## config.mk

```make
export PLATFORM = sky130hd
export DESIGN_NAME = led_blinker
export DESIGN_NICKNAME = d
export VERILOG_FILES = /design/src/rtl/led_blinker.sv
export SDC_FILE = /design/constraint.sdc
export NUM_CORES = 1
export LEC_CHECK = 0
export ABC_CLOCK_PERIOD_IN_PS = 1300
export CAP_MARGIN = 25
export CORE_AREA = 5 5 42 44
export DETAILED_ROUTE_END_ITERATION = 16
export DIE_AREA = 0 0 47 49
export DONT_BUFFER_PORTS = 1
export SYNTH_ARGS = -nofsm -noshare
export SYNTH_HDL_FRONTEND = slang
export SYNTH_SLANG_ARGS = --single-unit
```

## constraint.sdc

```tcl
create_clock -name clk -period 1.3 [get_ports clk]
set_input_delay 0.26 -clock clk [delete_from_list [all_inputs] [get_ports clk]]
set_output_delay 0.26 -clock clk [all_outputs]
set_load 0.005 [all_outputs]
```

## src/rtl/led_blinker.sv

```systemverilog
// Free-running LED blinker for board bring-up.
// Toggles led once every PERIOD clk cycles (square wave, period 2*PERIOD).
module led_blinker #(
   parameter int PERIOD = 100,
   parameter int CNT_W  = (PERIOD > 1) ? $clog2(PERIOD) : 1
) (
   input  logic clk,
   input  logic reset,
   output logic led
);

   // Terminal count; the explicit compare governs wrap even for
   // power-of-two PERIOD, so natural overflow is never relied on.
   localparam logic [CNT_W-1:0] LAST = CNT_W'(PERIOD - 1);
   localparam logic [CNT_W-1:0] ONE  = CNT_W'(1);

   // Power-up values keep led at 0 from time 0 even without a reset.
   logic [CNT_W-1:0] cnt   = '0;
   logic             led_q = 1'b0;

   // Cycle counter and led toggle register, cleared asynchronously.
   always_ff @(posedge clk or posedge reset) begin
      if (reset) begin
         cnt   <= '0;
         led_q <= 1'b0;
      end else if (cnt == LAST) begin
         cnt   <= '0;
         led_q <= ~led_q;
      end else begin
         cnt   <= cnt + ONE;
      end
   end

   assign led = led_q;

endmodule

```

==> results by group <==
Setup path
  • Crit. End Element: register
  • Critical Path RT: 1.48 ns
  • CP startpoint kind: register
  • Worst EP arrival: approximately 1.4 ns
  • Worst-path fanout max: 4
  • R2R Setup Slk: 0.09 ns
  • Crit Path Class: register to register

Global routing
  • Largest net degree at the start of global routing: 9
  • Overflow after GRT: 0
  • First-pass GRT wire length: 1.062 mm
  • Vias in the first global route: 255
  • Initial antenna violation count: 0
  • Total track usage: 6.667%

Clock network
  • CTS tree: done
  • CTS Root Cell: clkbuf_4
  • Hold Buf Count CTS: 1
  • Longest Clk Path Bufs: 2
  • Post-CTS setup buffer count: 0
  • CTS sink cnt: 8
  • Inserted Clock Buffers: 3
  • Worst-Skew Late Latency: ~0.25 ns
  • # H-tree levels: 1
  • Cts repair resizes: 0
  • Clock-pin slew on the worst setup and hold paths: 0.05 ns

Timing
  • Worst slew pin tran: between 0.3 and 0.4 ns
  • Setup tns final: 0 ns
  • RSZ-0062 raised after global routing: no
  • Setup violators final: 0
  • Clk_skew: 0.001795 ns
  • Fmax: 825.5 MHz
  • Final Hold Fails: 0
  • Tcrit/Tclk final: between 90% and 100%
  • Final Critical Period: 1.211 ns
  • PnR worst setup slack: 0.08865 ns
  • Slew headroom: between 70% and 80%
  • Max Slew Vio Count: 0

Synth
  • Synth top cells by count: dfrtp_1 (8), nand3_1 (3), nor2_1 (3), xnor2_1 (3)
  • Mux contribution to synthesized area: 2.899%
  • Synth Instances: 31
  • Number of flops mapped to enable cells by yosys: 0
  • Post-synthesis compound-gate area fraction: 3.623%
  • Post-synthesis simple-gate area fraction: around a fifth
  • FF+latch count, synth: 8
  • Area share of the largest cell type after synthesis: between 50% and 60%
  • Largest area contributor in the netlist: dfrtp_1
  • Xor/xnor share of the synthesized area: between 10% and 20%
  • Adder-cell share of the synthesized area: about 3.6%
  • Post-Syn Area per Cell: 11.14 µm²
  • Most frequent cell after synthesis: dfrtp_1
  • Syn Nets: 34
  • Async set-or-reset flop fraction in the synthesized netlist: 100.0%
  • Largest family of logic cells by synthesized area: simple AND/OR/NAND/NOR gates
  • Sequential area share after synthesis: 57.97%
  • Warning count from the yosys run: 0
  • Most area-consuming cells after synthesis: dfrtp_1 (58%), xnor2_1 (7.6%), nand3_1 (4.3%)
  • Number of library cell types mapped by synthesis: 16
  • Most used DFF post-synth: dfrtp_1
  • Synthesized cell area: 345.3 µm²

Placed design
  • Placed cells: 50
  • Place WS: 0.07248 ns
  • GPL Wtd Cong: ~0.76
  • HPWL after detailed placement: 441.6 µm
  • Area after DPL: 387.9 µm²
  • Buffers on Ports: 0

Power and ir drop
  • Combinational Power Share: 1.6%
  • Sw frac: 19.04%
  • Sequential share of power: 56.6%
  • Leakage: 0.0001916 µW
  • Clock share of power: 41.8%
  • Peak VDD IR: 0.0004892 V
  • P_int: 356.9 µW
  • PwrDens: roughly 1000 nW/µm²
  • Switching Power: 83.92 µW

Final layout
  • Layout cells sized above 1: 21.05%
  • Fin util: a little under a third
  • Nets@finish: 43
  • Filler Cells Inserted: 160
  • ANT cells: 0
  • Area Growth Syn to Fin: 21.74%
  • Non-Filler Instances: 54
  • Post-route cell area: 420.4 µm²

Run
  • Max-cap violations: 0

Floorplan
  • Die area: 2303 µm²
  • Die W: between 40 and 50 µm
  • Die Height: 49 µm
  • Core area: 1401 µm²
  • Row count: 14
  • Starting Density: approximately a quarter
  • IO Pins: 3

Outcome
  • Status: complete, no violations

Routing
  • WL per Instance: 10.26 µm
  • Vias after detailed routing: 247
  • Vias per cell: 4.574
  • # DRC: 0
  • Routed WL: 554 µm
  • Initial drt markers: 5
  • DRT Pass-1 Iters: 4
  • Antenna viol nets, final: 0

Hold path
  • Min-delay worst type: input pin to asynchronous set/reset pin
final cells by class:
cell class                 count  area (µm²)  share of cell area (%)
sequential                     8       200.2                   47.62
tap                           16       20.02                   4.762
multi-input combinational     22       141.4                   33.63
clock buffer                   3       22.52                   5.357
timing repair buffer           4       32.53                   7.738
inverter                       1       3.754                  0.8929
flip-flops by register name, summed over array words and instances, names as in the netlist:
signal  count
cnt         7
led         1
cell families after synthesis:
logic type	after synthesis
and+or+nand+nor	14
DFF	8
adders and majority gates	1
AOI/OAI and AO/OA	2
buffers and inverters	1
xor gates and xnor gates	4
muxes	1
routing by layer:
| layer | up-vias | routed length, µm | share of wire, % | global-route usage, % |
|---|---|---|---|---|
| li1 | 121 | - | - | - |
| met1 | 115 | 264 | 48 | 8.989 |
| met2 | 6 | 228 | 41 | 7.692 |
| met3 | 5 | 40 | 7.2 | 2.952 |
| met4 | 0 | 21 | 3.8 | 5.530 |
| met5 | - | 0 | 0 | 0 |
metrics by stage:
| step | hold WS [ns] | power [µW] |
|---|---|---|
| final | 0.4010 | 440.8 |
| after global routing | 0.4400 | 466.5 |
| after global placement | 0.1126 | 258.8 |
| after CTS | 0.4003 | 452.0 |
| after floorplan | 0.07566 | 257.4 |
| after detailed placement | 0.1180 | 259.0 |
final timing paths:
kind,to,from,cells past startpoint
hold reg to reg,cnt[0],cnt[0],1
max in group asynchronous,cnt[3],reset,2
setup / recovery,led,cnt[4],3
hold / removal,cnt[0],reset,2
min in group clk,cnt[0],cnt[0],1
setup reg to reg,led,cnt[4],3
power by group through the flow:
stage / Sequential, µW / Combinational [µW] / Clock (µW)
after floorplan: 254 / 3.89 / 0
after global placement: 254 / 5.21 / 0
after detailed placement: 254 / 5.41 / 0
after CTS: 249 / 7.72 / 195
after global routing: 249 / 8.90 / 209
final: 249 / 7.26 / 184
critical path, stage by stage (launching register included):
cell and delay (ns):
dfrtp_1 0.37, or3_1 0.41, nor2_2 0.20, xor2_1 0.15
placed cells by master (no fill, tap or decap), drive strengths merged:
cell | netlist | routed
a31oi | 2 | 2
and2 | 1 | 1
and3 | 1 | 1
buf | 0 | 3
clkbuf | 0 | 3
dfrtp | 8 | 8
dlygate4sd3 | 0 | 1
ha | 1 | 1
inv | 1 | 1
mux2i | 1 | 1
nand2 | 2 | 2
nand3 | 3 | 3
nand4 | 1 | 1
nor2 | 4 | 4
nor3 | 1 | 1
or3 | 1 | 1
xnor2 | 3 | 3
xor2 | 1 | 1
Power figures use the tool's default switching activity.
